===== config.mk =====
export PLATFORM = sky130hd
export DESIGN_NAME = avmm_region_bridge_flat
export DESIGN_NICKNAME = d
export VERILOG_FILES = /design/src/rtl/avmm_region_bridge_if.sv /design/src/rtl/avmm_region_bridge.sv /design/src/flat_wrapper.sv
export SDC_FILE = /design/constraint.sdc
export NUM_CORES = 1
export LEC_CHECK = 0
export CORE_ASPECT_RATIO = 0.75
export CORE_UTILIZATION = 46
export CTS_CLUSTER_DIAMETER = 80
export DETAILED_ROUTE_END_ITERATION = 8
export GPL_TIMING_DRIVEN = 0
export HOLD_SLACK_MARGIN = 0.06
export PLACE_DENSITY = 0.83
export SYNTH_ARGS = -nofsm -noshare
export SYNTH_HDL_FRONTEND = slang
export SYNTH_SLANG_ARGS = --single-unit

===== constraint.sdc =====
create_clock -name clk -period 3.4 [get_ports clk]
set_input_delay 0.68 -clock clk [delete_from_list [all_inputs] [get_ports clk]]
set_output_delay 0.68 -clock clk [all_outputs]
set_load 0.03 [all_outputs]

===== src/rtl/avmm_region_bridge_if.sv =====
// Avalon-MM style request/response bus between a host master and the region bridge.
interface avmm_region_bridge_if #(
    parameter int DW = 32
);
    logic [31:0]     master_address;
    logic            master_read;
    logic            master_write;
    logic [DW-1:0]   master_writedata;
    logic [DW/8-1:0] master_byteenable;
    logic            master_waitrequest;
    logic [DW-1:0]   master_readdata;
    logic            master_readdatavalid;

    modport slave (
        input  master_address,
        input  master_read,
        input  master_write,
        input  master_writedata,
        input  master_byteenable,
        output master_waitrequest,
        output master_readdata,
        output master_readdatavalid
    );

    modport master (
        output master_address,
        output master_read,
        output master_write,
        output master_writedata,
        output master_byteenable,
        input  master_waitrequest,
        input  master_readdata,
        input  master_readdatavalid
    );
endinterface


===== src/rtl/avmm_region_bridge.sv =====
// Region-decoding bridge: one outstanding Avalon-MM request is decoded on
// address[31:16] into a one-hot target select, with a local scratch/status
// pair in region 0 and a read-wait timeout that answers with ERR_DATA.
//
// state      | meaning
// -----------+-----------------------------------------------------------
// ST_IDLE    | ready; a read or write is captured on the next edge
// ST_ISSUE   | captured request executed (local, target strobe or error)
// ST_RD_WAIT | target read pending; waiting for dvalid or the timeout
module avmm_region_bridge #(
    parameter int                          DW           = 32,
    parameter int                          NUM_REGIONS  = 2,
    parameter logic [NUM_REGIONS*16-1:0]   REGION_BASES = {16'h5001, 16'h5000},
    parameter logic [15:0]                 SCRATCH_ADDR = 16'h0030,
    parameter logic [15:0]                 STATUS_ADDR  = 16'h0034,
    parameter int                          TIMEOUT      = 255,
    parameter logic [31:0]                 ERR_DATA     = 32'hDEADBEEF
) (
    input  logic                   clk,
    input  logic                   rst_n,
    avmm_region_bridge_if.slave    avm,
    output logic [NUM_REGIONS-1:0] tgt_sel,
    output logic [15:0]            tgt_addr,
    output logic                   tgt_wr_en,
    output logic                   tgt_rd_en,
    output logic [DW-1:0]          tgt_wr_data,
    output logic [DW/8-1:0]        tgt_byteen,
    input  logic [DW-1:0]          tgt_rd_data,
    input  logic                   tgt_rd_dvalid,
    output logic                   err_timeout
);
    localparam int            BEW         = DW / 8;
    localparam logic [DW-1:0] ERR_WORD    = DW'(ERR_DATA);
    localparam logic [15:0]   TIMEOUT_CNT = 16'(TIMEOUT);

    typedef enum logic [1:0] {ST_IDLE, ST_ISSUE, ST_RD_WAIT} state_t;

    state_t                 state, state_nxt;
    logic [NUM_REGIONS-1:0] hit_sel;
    logic [NUM_REGIONS-1:0] cap_sel;
    logic [15:0]            cap_addr;
    logic [DW-1:0]          cap_wdata;
    logic [BEW-1:0]         cap_be;
    logic                   cap_wr;
    logic [DW-1:0]          scratch;
    logic [15:0]            timeout_cnt;
    logic [15:0]            wait_cnt;
    logic                   is_scratch, is_status, is_mapped;
    logic                   cap_en, scratch_we, status_clr, tcnt_inc, wait_clr, wait_inc;

    // Region decode of the live request; descending scan lets the lowest index win.
    always_comb begin
        hit_sel = '0;
        for (int i = NUM_REGIONS - 1; i >= 0; i--) begin
            if (avm.master_address[31:16] == REGION_BASES[16*i +: 16]) begin
                hit_sel    = '0;
                hit_sel[i] = 1'b1;
            end
        end
    end

    assign is_mapped   = |cap_sel;
    assign is_scratch  = cap_sel[0] && (cap_addr == SCRATCH_ADDR);
    assign is_status   = cap_sel[0] && (cap_addr == STATUS_ADDR);
    assign tgt_sel     = (state == ST_ISSUE || state == ST_RD_WAIT) ? cap_sel : '0;
    assign tgt_addr    = (|tgt_sel) ? cap_addr : 16'h0000;
    assign tgt_wr_data = cap_wdata;
    assign tgt_byteen  = cap_be;

    // State register.
    always_ff @(posedge clk) begin
        if (!rst_n) state <= ST_IDLE;
        else        state <= state_nxt;
    end

    // Next-state and output decode; a simultaneous read+write is captured as a write.
    always_comb begin
        state_nxt                = state;
        avm.master_waitrequest   = 1'b1;
        avm.master_readdata      = '0;
        avm.master_readdatavalid = 1'b0;
        tgt_wr_en                = 1'b0;
        tgt_rd_en                = 1'b0;
        err_timeout              = 1'b0;
        cap_en                   = 1'b0;
        scratch_we               = 1'b0;
        status_clr               = 1'b0;
        tcnt_inc                 = 1'b0;
        wait_clr                 = 1'b0;
        wait_inc                 = 1'b0;
        unique case (state)
            ST_IDLE: begin
                avm.master_waitrequest = 1'b0;
                if (avm.master_read || avm.master_write) begin
                    cap_en    = 1'b1;
                    state_nxt = ST_ISSUE;
                end
            end
            ST_ISSUE: begin
                state_nxt = ST_IDLE;
                if (cap_wr) begin
                    if (is_scratch)     scratch_we = 1'b1;
                    else if (is_status) status_clr = 1'b1;
                    else if (is_mapped) tgt_wr_en  = 1'b1;
                end else if (is_scratch) begin
                    avm.master_readdatavalid = 1'b1;
                    avm.master_readdata      = scratch;
                end else if (is_status) begin
                    avm.master_readdatavalid = 1'b1;
                    avm.master_readdata      = DW'(timeout_cnt);
                end else if (is_mapped) begin
                    tgt_rd_en = 1'b1;
                    wait_clr  = 1'b1;
                    state_nxt = ST_RD_WAIT;
                end else begin
                    avm.master_readdatavalid = 1'b1;
                    avm.master_readdata      = ERR_WORD;
                end
            end
            ST_RD_WAIT: begin
                if (tgt_rd_dvalid) begin
                    avm.master_readdatavalid = 1'b1;
                    avm.master_readdata      = tgt_rd_data;
                    state_nxt                = ST_IDLE;
                end else if (wait_cnt == TIMEOUT_CNT) begin
                    avm.master_readdatavalid = 1'b1;
                    avm.master_readdata      = ERR_WORD;
                    err_timeout              = 1'b1;
                    tcnt_inc                 = 1'b1;
                    state_nxt                = ST_IDLE;
                end else begin
                    wait_inc = 1'b1;
                end
            end
            default: state_nxt = ST_IDLE;
        endcase
    end

    // Request capture; held until the next accepted request.
    always_ff @(posedge clk) begin
        if (!rst_n) begin
            cap_sel   <= '0;
            cap_addr  <= '0;
            cap_wdata <= '0;
            cap_be    <= '0;
            cap_wr    <= 1'b0;
        end else if (cap_en) begin
            cap_sel   <= hit_sel;
            cap_addr  <= avm.master_address[15:0];
            cap_wdata <= avm.master_writedata;
            cap_be    <= avm.master_byteenable;
            cap_wr    <= avm.master_write;
        end
    end

    // Local scratch register with per-byte write enables.
    always_ff @(posedge clk) begin
        if (!rst_n) begin
            scratch <= '0;
        end else if (scratch_we) begin
            for (int b = 0; b < BEW; b++) begin
                if (cap_be[b]) scratch[8*b +: 8] <= cap_wdata[8*b +: 8];
            end
        end
    end

    // Saturating count of read timeouts; any status write clears it.
    always_ff @(posedge clk) begin
        if (!rst_n)                                    timeout_cnt <= '0;
        else if (status_clr)                           timeout_cnt <= '0;
        else if (tcnt_inc && timeout_cnt != 16'hFFFF)  timeout_cnt <= timeout_cnt + 16'd1;
    end

    // Read-wait cycle counter, restarted when a target read is issued.
    always_ff @(posedge clk) begin
        if (!rst_n)        wait_cnt <= '0;
        else if (wait_clr) wait_cnt <= '0;
        else if (wait_inc) wait_cnt <= wait_cnt + 16'd1;
    end
endmodule

===== src/flat_wrapper.sv =====
// flat-port wrapper written by rule: the top's interface ports become plain ports
module avmm_region_bridge_flat 
#(
    parameter int                          DW           = 32,
    parameter int                          NUM_REGIONS  = 2,
    parameter logic [NUM_REGIONS*16-1:0]   REGION_BASES = {16'h5001, 16'h5000},
    parameter logic [15:0]                 SCRATCH_ADDR = 16'h0030,
    parameter logic [15:0]                 STATUS_ADDR  = 16'h0034,
    parameter int                          TIMEOUT      = 255,
    parameter logic [31:0]                 ERR_DATA     = 32'hDEADBEEF
)
  (clk, rst_n, tgt_sel, tgt_addr, tgt_wr_en, tgt_rd_en, tgt_wr_data, tgt_byteen, tgt_rd_data, tgt_rd_dvalid, err_timeout, avm_master_address, avm_master_read, avm_master_write, avm_master_writedata, avm_master_byteenable, avm_master_waitrequest, avm_master_readdata, avm_master_readdatavalid);
  avmm_region_bridge_if #(.DW(DW)) avm_i ();
  input  logic clk;
  input  logic rst_n;
  output logic [NUM_REGIONS-1:0] tgt_sel;
  output logic [15:0] tgt_addr;
  output logic tgt_wr_en;
  output logic tgt_rd_en;
  output logic [DW-1:0] tgt_wr_data;
  output logic [DW/8-1:0] tgt_byteen;
  input  logic [DW-1:0] tgt_rd_data;
  input  logic tgt_rd_dvalid;
  output logic err_timeout;
  input wire logic [$bits(avm_i.master_address)-1:0] avm_master_address;
  input wire logic [$bits(avm_i.master_read)-1:0] avm_master_read;
  input wire logic [$bits(avm_i.master_write)-1:0] avm_master_write;
  input wire logic [$bits(avm_i.master_writedata)-1:0] avm_master_writedata;
  input wire logic [$bits(avm_i.master_byteenable)-1:0] avm_master_byteenable;
  output wire logic [$bits(avm_i.master_waitrequest)-1:0] avm_master_waitrequest;
  output wire logic [$bits(avm_i.master_readdata)-1:0] avm_master_readdata;
  output wire logic [$bits(avm_i.master_readdatavalid)-1:0] avm_master_readdatavalid;
  assign avm_i.master_address = avm_master_address;
  assign avm_i.master_read = avm_master_read;
  assign avm_i.master_write = avm_master_write;
  assign avm_i.master_writedata = avm_master_writedata;
  assign avm_i.master_byteenable = avm_master_byteenable;
  assign avm_master_waitrequest = avm_i.master_waitrequest;
  assign avm_master_readdata = avm_i.master_readdata;
  assign avm_master_readdatavalid = avm_i.master_readdatavalid;
  avmm_region_bridge #(.DW(DW), .NUM_REGIONS(NUM_REGIONS), .REGION_BASES(REGION_BASES), .SCRATCH_ADDR(SCRATCH_ADDR), .STATUS_ADDR(STATUS_ADDR), .TIMEOUT(TIMEOUT), .ERR_DATA(ERR_DATA)) u_core (.clk(clk), .rst_n(rst_n), .avm(avm_i), .tgt_sel(tgt_sel), .tgt_addr(tgt_addr), .tgt_wr_en(tgt_wr_en), .tgt_rd_en(tgt_rd_en), .tgt_wr_data(tgt_wr_data), .tgt_byteen(tgt_byteen), .tgt_rd_data(tgt_rd_data), .tgt_rd_dvalid(tgt_rd_dvalid), .err_timeout(err_timeout));
endmodule

==> qor.yml, run 1 <==
worst_setup_path:
  required_ns: 2.72
  end_kind: "primary output"
  worstSetupPathType: "reg2out"
  worst-r2r-setup-slack_ns: 0.65
  path_max_fanout: 5
  r2r_end: "u_core.timeout_cnt[4]"
  r2r-start: "u_core.state[0]"
  reg2regPathDepth: 8
  start_kind: "flip-flop"
  critPathArrivalTime_ns: 2.82
route:
  vias: 6031
  routedWlPerCell_um: 17.6
  postRouteAntennaNets: 0
  wl_um: 20000
  drt_pass1_iterations: 5
  vias_per_cell: 5.33
  drt_iter0_markers: 353
  drc: 0
logic_synthesis:
  ys_seq_elements: 121
  syn-mean-instance-area_um2: 8.30
  synth_compound_area_frac: 0.160
  synth_edf_count: 0
  synthFlopType: "dfxtp_1"
  synthXorXnorAreaFrac: 0.0264
  synth_top_family_by_area: "simple AND/OR/NAND/NOR gates"
  muxShareOfSynthArea: 0.0838
  syn-instance-count: 719
  synth_nets: 829
  async_flop_share: 0
  synth.distinct_cells: 49
  synthAdderAreaFrac: 0.0105
  netlist_area_um2: 5970
  synth-simple-area-share: 0.281
  ys_warn_count: 0
  yosysSeqAreaShare: 0.406
sta:
  hold_viol: 0
  period_minus_slack_ns: 3.50
  max_freq_mhz: 285
  finalSetupViolations: 13
  max_slew_margin: 0.401
  skew_ns: 0.00774
  worst_pin_slew_ns: 0.891
  final.period_utilization: 1.03
  layout_setup_ws_ns: -0.105
  rsz0062_at_grt: "true"
  final_max_slew_viol_count: 0
layout:
  final_cell_mix: "clkdlybuf4s50_1, nand2_1, dfxtp_1"
  antenna_cells: 0
  nets: 1062
  drive_gt1_frac: 0.145
  area_delta_synth_final_pct: 51.6
  stdcell_count: 1131
  final_common_cell: "clkdlybuf4s50_1"
die:
  start_util: 0.478
  io_pins: 196
  coreArea_um2: 12500
  rows: 35
  dieHeight_um: 101
  die-area_um2: 13400
  die_x_um: 134
min_path:
  worstHoldStart: "u_core.cap_addr[1]"
  min_to: "u_core.cap_addr[1]"
  holdPathStages: 2
  hold_class: "reg2reg"
clock_tree:
  clk_transition_reported_paths_ns: 0.06
  cts_tree: "done"
  postCtsHoldBufs: 0
  cts_sinks: 121
  numCtsBuffers: 17
  clk_latency_ns: 0.41
  clockBufferDepth: 2
  cts_root_buf: "clkbuf_16"
  h-tree-depth: 4
run_status:
  status: "complete, but fails checks"
  violations: "setup timing"
grt:
  grt_busiest_layer: "met2"
  grt_max_degree: 17
  grt.met1_usage: 0.375
  grt_overflow_total: 0
  grtUsageMet3: 0.0749
  grt_pass1_wl_um: 31300
  antenna_found_initial: 0
  use_met2: 0.512
  grt_pass1_vias: 5989
  gr-usage-all-layers: 0.303
placement:
  portBuffers: 195
  gp_congestion: 0.886
  dp_slack_ns: -1.43
  dp_hpwl_um: 14000
  dpl.cell_count: 1080
power:
  leakagePower_nw: 3.61
  pwr_density_cell_nw_per_um2: 434
  peakVddDrop_mv: 0.348
job:
  max_cap_viol_count: 0
power breakdown:
group          leakage (nW)  switching (W)  total, W  internal [W]
clock                 0.296       0.000657   0.00184       0.00119
sequential            0.987      0.0000397   0.00151       0.00147
combinational          2.33       0.000299  0.000573      0.000274
per-layer routing:
| metal | wire length (µm) | up-vias |
|---|---|---|
| li1 | - | 2949 |
| met1 | 8590 | 2808 |
| met3 | 1520 | 39 |
| met5 | 0 | - |
| met2 | 9340 | 235 |
| met4 | 502 | 0 |
critical path: stages, from the launching register on:
cell and delay, ns:
dfxtp_2 0.32, or4_4 0.55, or4_4 0.58, nor3_4 0.22, buf_4 0.16, buf_6 0.13, a22oi_2 0.07, nor2b_1 0.18
buf_4 0.19
Yosys cell counts, types with 2 or more instances:
| cell | number | area, µm² |
|---|---|---|
| a211oi_1 | 2 | 15.0 |
| a21boi_0 | 56 | 420 |
| a21boi_1 | 10 | 75.1 |
| a21oi_1 | 22 | 110 |
| a22oi_1 | 5 | 37.5 |
| a31oi_1 | 3 | 18.8 |
| and2_1 | 27 | 169 |
| and3_1 | 5 | 31.3 |
| and4_1 | 6 | 52.6 |
| buf_1 | 2 | 7.51 |
| buf_2 | 2 | 10.0 |
| clkbuf_1 | 42 | 158 |
| dfxtp_1 | 121 | 2420 |
| ha_1 | 5 | 62.6 |
| inv_1 | 3 | 11.3 |
| mux2i_1 | 50 | 500 |
| nand2_1 | 158 | 593 |
| nand2b_1 | 2 | 12.5 |
| nand3_1 | 8 | 40.0 |
| nand3b_1 | 3 | 22.5 |
| nand4_1 | 12 | 75.1 |
| nand4b_1 | 5 | 43.8 |
| nor2_1 | 29 | 109 |
| nor2b_1 | 39 | 244 |
| nor3_1 | 11 | 55.1 |
| nor3b_1 | 2 | 15.0 |
| nor4_1 | 5 | 31.3 |
| o21a_1 | 13 | 97.6 |
| o21ai_0 | 26 | 130 |
| or3_1 | 6 | 37.5 |
| or4_1 | 5 | 37.5 |
| xnor2_1 | 10 | 87.6 |
| xor2_1 | 8 | 70.1 |
kinds of logic after synthesis:
kind of cell / Yosys count
buffers and inverters: 50
multiplexers: 50
AND/OR/NAND/NOR: 332
adder cells (fa/ha/maj): 5
flip-flops: 121
AO/OA/AOI/OAI: 143
XOR/XNOR: 18
stage by stage:
| step | area (µm²) | utilization | total power (W) | hold WS, ns | setup TNS, ns |
|---|---|---|---|---|---|
| 2_1_floorplan | 5970 | - | 0.00178 | 0.446 | 0 |
| 3_3_place_gp | 8130 | 0.651 | 0.00207 | 0.460 | -31.33 |
| 3_5_place_dp | 8130 | 0.651 | 0.00207 | 0.467 | -31.33 |
| 4_1_cts | 8950 | 0.717 | 0.00393 | 0.475 | -1.31 |
| 5_1_grt | 9050 | 0.725 | 0.00404 | 0.501 | -1.72 |
| 6_report | 9050 | 0.725 | 0.00392 | 0.477 | -0.795 |
registers in the layout, summed over array words and instances, names as in the netlist:
signal,cells
u_core.scratch,32
u_core.state,2
u_core.cap_addr,16
u_core.tgt_wr_data,32
u_core.timeout_cnt,16
u_core.cap_wr,1
u_core.cap_sel,2
u_core.wait_cnt,16
u_core.tgt_byteen,4
how the worst max path moves through the flow:
stage,from,end,slack (ns),depth (start not counted)
finish,u_core.cap_addr[7],avm_master_readdata[24],-0.10,8
global route,u_core.cap_addr[7],avm_master_readdata[24],-0.17,8
CTS,u_core.cap_addr[13],avm_master_readdata[30],-0.12,9
global placement,tgt_rd_dvalid,avm_master_readdata[21],-1.39,9
detailed placement,tgt_rd_dvalid,avm_master_readdata[21],-1.43,9
floorplan,u_core.cap_addr[10],avm_master_readdata[31],0.21,5
repair_timing:
| action | 4_1_cts | 5_1_grt |
|---|---|---|
| resized for setup | 194 | 70 |
| endpoints found under the hold margin | 0 | 0 |
| setup buffers | 16 | 4 |
| endpoints found under the setup margin | 53 | 41 |
| pin swaps | 20 | 10 |
| cloned | 1 | 0 |
cell type report:
type | count | area (µm²)
sequential | 121 | 2430
buffer | 46 | 213
inverter | 3 | 11.3
clock buffer | 20 | 457
clock inverter | 12 | 148
tap | 166 | 208
multi-input combinational | 548 | 3510
timing repair buffer | 215 | 2070
fill | 967 | 3430
No activity file was read; power rests on OpenSTA's default activity.
==> run 2, diff against run 1 <==
Settings changed: GPL_TIMING_DRIVEN 0 to unset.
==> qor.yml, run 2 (same netlist as run 1, synthesis figures left out) <==
clock_tree:
  clk_transition_reported_paths_ns: 0.05  # about the same
  postCtsHoldBufs: 0  # unchanged
  cts_sinks: 121  # unchanged
  cts_root_buf: "clkbuf_16"
  h-tree-depth: 4  # unchanged
  cts_tree: "done"
  numCtsBuffers: 17  # unchanged
  clockBufferDepth: 2  # unchanged
  clk_latency_ns: 0.41  # about the same
worst_setup_path:
  r2r-start: "u_core.state[0]"
  path_delay_family: "simple AND/OR/NAND/NOR gates"
  worst-r2r-setup-slack_ns: 0.87  # +0.22 ns
  cp-startpoint: "u_core.cap_addr[10]"
  reg2regPathDepth: 8  # unchanged
  path_cells: "or4_4 > or4_4 > nor3_4 > buf_6 > nand2_1 > a21boi_1 > buf_4"
  end_kind: "primary output"
  required_ns: 2.72  # about the same
  start_kind: "flip-flop"
  cp.depth: 7  # -1
  path_max_fanout: 15  # +10
  critPathCapture: "avm_master_readdata[18]"
  worstSetupPathType: "reg2out"
  r2r_end: "u_core.timeout_cnt[15]"
  critical-path-max-stage-delay_ns: 0.59  # about the same
  slowest_stage: "or4_4"
  critPathMostFrequentCell: "or4_4"
  path_buf_inv: 2  # -1
  critPathArrivalTime_ns: 2.66  # -0.16 ns
power:
  pwr-share-seq: 0.400  # +0.016
  leakagePower_nw: 3.43  # -4.9%
  switching_share: 0.246  # -0.00828
  finalPower_w: 0.00377  # -3.9%
  clock_power_share: 0.459  # -0.011
  p_int_w: 0.00284  # -2.8%
  pwr_density_cell_nw_per_um2: 437  # +0.70%
  switchingPower_w: 0.000926  # -7.0%
  peakVddDrop_mv: 0.343  # -1.5%
  power_frac_comb: 0.141  # -0.005
sta:
  skew_ns: 0.0156  # +0.00785 ns
  final_max_slew_viol_count: 0  # unchanged
  worst_pin_slew_ns: 0.738  # -0.153 ns
  finalSetupViolations: 0  # -13
  rsz0062_at_grt: "true"
  max_freq_mhz: 300  # +5.0%
  max_slew_margin: 0.508  # +0.107
  final.period_utilization: 0.982  # -0.0488
  period_minus_slack_ns: 3.34  # -0.166 ns
  hold_viol: 0  # unchanged
layout:
  n_fill_cell: 1033  # +6.8%
  nets: 1020  # -4.0%
  final_cell_mix: "nand2_1, clkdlybuf4s50_1, dfxtp_1"
  fin_area_um2: 8640  # -4.5%
  stdcell_count: 1086  # -4.0%
  final_common_cell: "nand2_1"
  antenna_cells: 0  # unchanged
  drive_gt1_frac: 0.130  # -0.0146
  area_delta_synth_final_pct: 44.7
route:
  routedWlPerCell_um: 15.9  # -9.9%
  drt_iter0_markers: 311  # -12%
  wl_um: 17300  # -13%
  vias_per_cell: 5.29  # -0.74%
  drc: 0  # unchanged
  vias: 5748  # -4.7%
  postRouteAntennaNets: 0  # unchanged
  drt_pass1_iterations: 5  # unchanged
run_status:
  status: "finished, final reports clean"
grt:
  grt_pass1_vias: 5412  # -9.6%
  grt_overflow_total: 0  # unchanged
  gr-usage-all-layers: 0.264  # -0.0395
  grt_max_degree: 39  # +22
  grt_pass1_wl_um: 27600  # -12%
  antenna_found_initial: 0  # unchanged
die:
  dieHeight_um: 101  # unchanged
  die-area_um2: 13400  # unchanged
  coreArea_um2: 12500  # unchanged
  die_x_um: 134  # unchanged
  start_util: 0.478  # unchanged
  io_pins: 196  # unchanged
  rows: 35  # unchanged
placement:
  placed_area_um2: 8020  # -1.3%
  gp_congestion: 0.835  # -5.7%
  portBuffers: 195  # unchanged
  dp_hpwl_um: 12500  # -11%
  dpl.cell_count: 1054  # -2.4%
min_path:
  hold_class: "reg2reg"
job:
  max_cap_viol_count: 0  # unchanged
## run 2: metrics by stage
stage / hold WS (ns) / util / setup slack (ns) / setup TNS [ns]
after floorplan: 0.446 / - / 0.208 / 0
after global placement: 0.460 / 0.643 / 0.289 / 0
after detailed placement: 0.466 / 0.643 / 0.238 / 0
after CTS: 0.472 / 0.689 / 0.0244 / 0
after global routing: 0.494 / 0.692 / -0.0202 / -0.0757
final: 0.470 / 0.692 / 0.0611 / 0
## run 2: power by group through the flow
stage / Combinational, W / Sequential (W) / Clock [W]
CTS: 0.000533 / 0.00151 / 0.00175
floorplan: 0.000196 / 0.00158 / 0
global route: 0.000570 / 0.00151 / 0.00181
detailed placement: 0.000529 / 0.00154 / 0
global placement: 0.000525 / 0.00153 / 0
finish: 0.000532 / 0.00151 / 0.00173
## run 2: timing repair
item                       in CTS  in global routing
hold endpoints to repair        0                  0
cloned                          0                  0
pin swaps                       0                  1
setup endpoints to repair      27                 42
setup buffers                   0                  3
resized for setup               5                  6
## run 2: final cells by class
type	instances	area (µm²)	area share
clock inverter	9	100	0.0116
clock buffer	20	467	0.0540
tap	166	208	0.0240
timing repair buffer	219	2030	0.235
sequential	121	2420	0.281
multi-input combinational	548	3400	0.393
inverter	3	11.3	0.00130
## run 2: worst min-delay path: cells and delay by family (launching register included)
kind,cells,cell delay (ns)
flip-flops,1,0.32
AO/OA/AOI/OAI,1,0.06
AND/OR/NAND/NOR,1,0.05
## run 2: worst min-delay path by stage
stage                     startpoint                    end  depth (start not counted)
6_report         u_core.cap_addr[10]    u_core.cap_addr[10]                          2
5_1_grt        u_core.tgt_wr_data[3]  u_core.tgt_wr_data[3]                          2
4_1_cts            u_core.cap_sel[1]      u_core.cap_sel[1]                          2
3_5_place_dp      u_core.wait_cnt[1]     u_core.wait_cnt[1]                          2
3_3_place_gp      u_core.cap_addr[4]     u_core.cap_addr[4]                          2
2_1_floorplan    u_core.cap_addr[13]    u_core.cap_addr[13]                          2
## run 2: layer usage
layer,vias to the layer above,global-route usage,part of all wire
li1,2854,-,-
met1,2662,0.332,0.46
met2,209,0.433,0.45
met3,23,0.0694,0.064
met4,0,0.108,0.020
met5,-,0,0
==> run 3, diff against run 2 <==
Settings changed: CORE_UTILIZATION 46 to 45, PLACE_DENSITY 0.83 to 0.82.
Clock period 3.4 ns to 3.1 ns, I/O delays scaled along.
==> qor.yml, run 3 (same netlist as run 1, synthesis figures left out) <==
worst_setup_path:
  required_ns: 2.48  # -0.24 ns
  end_kind: "primary output"
  worst-r2r-setup-slack_ns: 0.58  # -0.29 ns
  critPathArrivalTime_ns: 2.63  # -0.03 ns
  path_max_fanout: 16  # +1
  worstSetupPathType: "reg2out"
  start_kind: "flip-flop"
clock_tree:
  postCtsHoldBufs: 0  # unchanged
  clockBufferDepth: 2  # unchanged
  numCtsBuffers: 17  # unchanged
  clk_transition_reported_paths_ns: 0.06  # about the same
  cts_sinks: 121  # unchanged
  cts_root_buf: "clkbuf_16"
  h-tree-depth: 4  # unchanged
  cts_tree: "done"
  clk_latency_ns: 0.41  # about the same
die:
  die-area_um2: 13700  # +2.2%
  io_pins: 196  # unchanged
  coreArea_um2: 13000  # +3.9%
  dieHeight_um: 102  # +1.1%
  start_util: 0.460  # -0.0181
  die_x_um: 135  # +1.1%
  rows: 36  # +2.9%
placement:
  portBuffers: 195  # unchanged
  dp_hpwl_um: 12500  # +0.14%
  dpl.cell_count: 1063  # +0.85%
  dp_slack_ns: 0.0883  # -0.149 ns
  gp_congestion: 0.878  # +5.2%
sta:
  final_max_slew_viol_count: 0  # unchanged
  max_slew_margin: 0.606  # +0.0982
  period_minus_slack_ns: 3.25
  hold_viol: 0  # unchanged
  max_freq_mhz: 308
  finalSetupViolations: 32  # +32
  rsz0062_at_grt: "true"
  final.period_utilization: 1.05
  skew_ns: 0.00623  # -0.00935 ns
  layout_setup_ws_ns: -0.147  # -0.208 ns
  tns_ns: -2.83  # -2.83 ns
  worst_pin_slew_ns: 0.588  # -0.150 ns
grt:
  grt_pass1_wl_um: 28200  # +2.4%
  grt_pass1_vias: 5470  # +1.1%
  use_met2: 0.437  # +0.00466
  gr-usage-all-layers: 0.267  # +0.00352
  antenna_found_initial: 0  # unchanged
  grt_max_degree: 46  # +18%
  grt_busiest_layer: "met2"
  grt_overflow_total: 0  # unchanged
  grtUsageMet3: 0.0731  # +0.00369
  grt.met1_usage: 0.333  # +0.00177
layout:
  area_delta_synth_final_pct: 49.7
  final_common_cell: "nand2_1"
  drive_gt1_frac: 0.163  # +0.0323
  stdcell_count: 1099  # +1.2%
  antenna_cells: 0  # unchanged
  nets: 1025  # +0.49%
  fin_util: 0.689  # -0.00328
  final_cell_mix: "nand2_1, clkdlybuf4s50_1, dfxtp_1"
route:
  drt_pass1_iterations: 5  # unchanged
  routedWlPerCell_um: 16.3  # +2.7%
  wl_um: 17900  # +3.9%
  vias: 5793  # +0.78%
  drt_iter0_markers: 300  # -3.5%
  drc: 0  # unchanged
  postRouteAntennaNets: 0  # unchanged
  vias_per_cell: 5.27  # -0.41%
power:
  peakVddDrop_mv: 0.373  # +8.7%
  leakagePower_nw: 3.53  # +3.0%
  pwr_density_cell_nw_per_um2: 489  # +12%
min_path:
  hold_class: "reg2reg"
run_status:
  violations: "setup timing"
  status: "complete, but fails checks"
job:
  max_cap_viol_count: 0  # unchanged
run 3: cell types whose count changed in the layout (fill, tap and decap cells not counted), sizes merged:
| cell | previous run | this run |
|---|---|---|
| dlygate4sd2 | 1 | 0 |
| bufinv | 2 | 4 |
| inv | 3 | 5 |
| buf | 74 | 80 |
| clkinvlp | 2 | 3 |
| clkdlybuf4s50 | 144 | 142 |
run 3: area by class of cell:
class                      count  area (µm²)
fill                        1046        4040
multi-input combinational    548        3470
sequential                   121        2430
timing repair buffer         224        2180
clock buffer                  18         439
tap                          171         214
clock inverter                14         196
inverter                       3        11.3
run 3: critical path, stage by stage, from the launching register on:
cell      delay [ns]
dfxtp_2         0.32
or4_4           0.55
or4_4           0.59
nor3_4          0.17
buf_12          0.18
nand2_1         0.06
a21boi_1        0.15
buf_4           0.18
run 3: where the power goes:
group	switching, W	internal (W)
Clock	0.000746	0.00137
Sequential	0.0000410	0.00161
Combinational	0.000303	0.000297
run 3: what timing repair did:
| item | 4_1_cts | 5_1_grt |
|---|---|---|
| resized for setup | 40 | 34 |
| buffers inserted | 2 | 1 |
| cloned | 1 | 0 |
| pin swaps | 9 | 28 |
| endpoints found under the setup margin | 35 | 50 |
run 3: worst paths after layout:
| kind | start | end | depth (start not counted) |
|---|---|---|---|
| setup / recovery | u_core.cap_addr[10] | avm_master_readdata[28] | 7 |
| hold / removal | u_core.wait_cnt[1] | u_core.wait_cnt[1] | 2 |
| setup reg to reg | u_core.state[0] | u_core.timeout_cnt[15] | 8 |
| hold reg to reg | u_core.wait_cnt[1] | u_core.wait_cnt[1] | 2 |
run 3: stage by stage:
| stage | hold slack, ns | power (W) | cell area, µm² |
|---|---|---|---|
| floorplan | 0.446 | 0.00195 | 5970 |
| global placement | 0.458 | 0.00225 | 8110 |
| detailed placement | 0.466 | 0.00226 | 8110 |
| CTS | 0.474 | 0.00438 | 8850 |
| global route | 0.498 | 0.00451 | 8940 |
| finish | 0.474 | 0.00437 | 8940 |
run 3: metal layers:
layer,vias up,share of wire
li1,2869,-
met1,2690,0.45
met2,202,0.46
met3,32,0.069
met4,0,0.022
met5,-,0
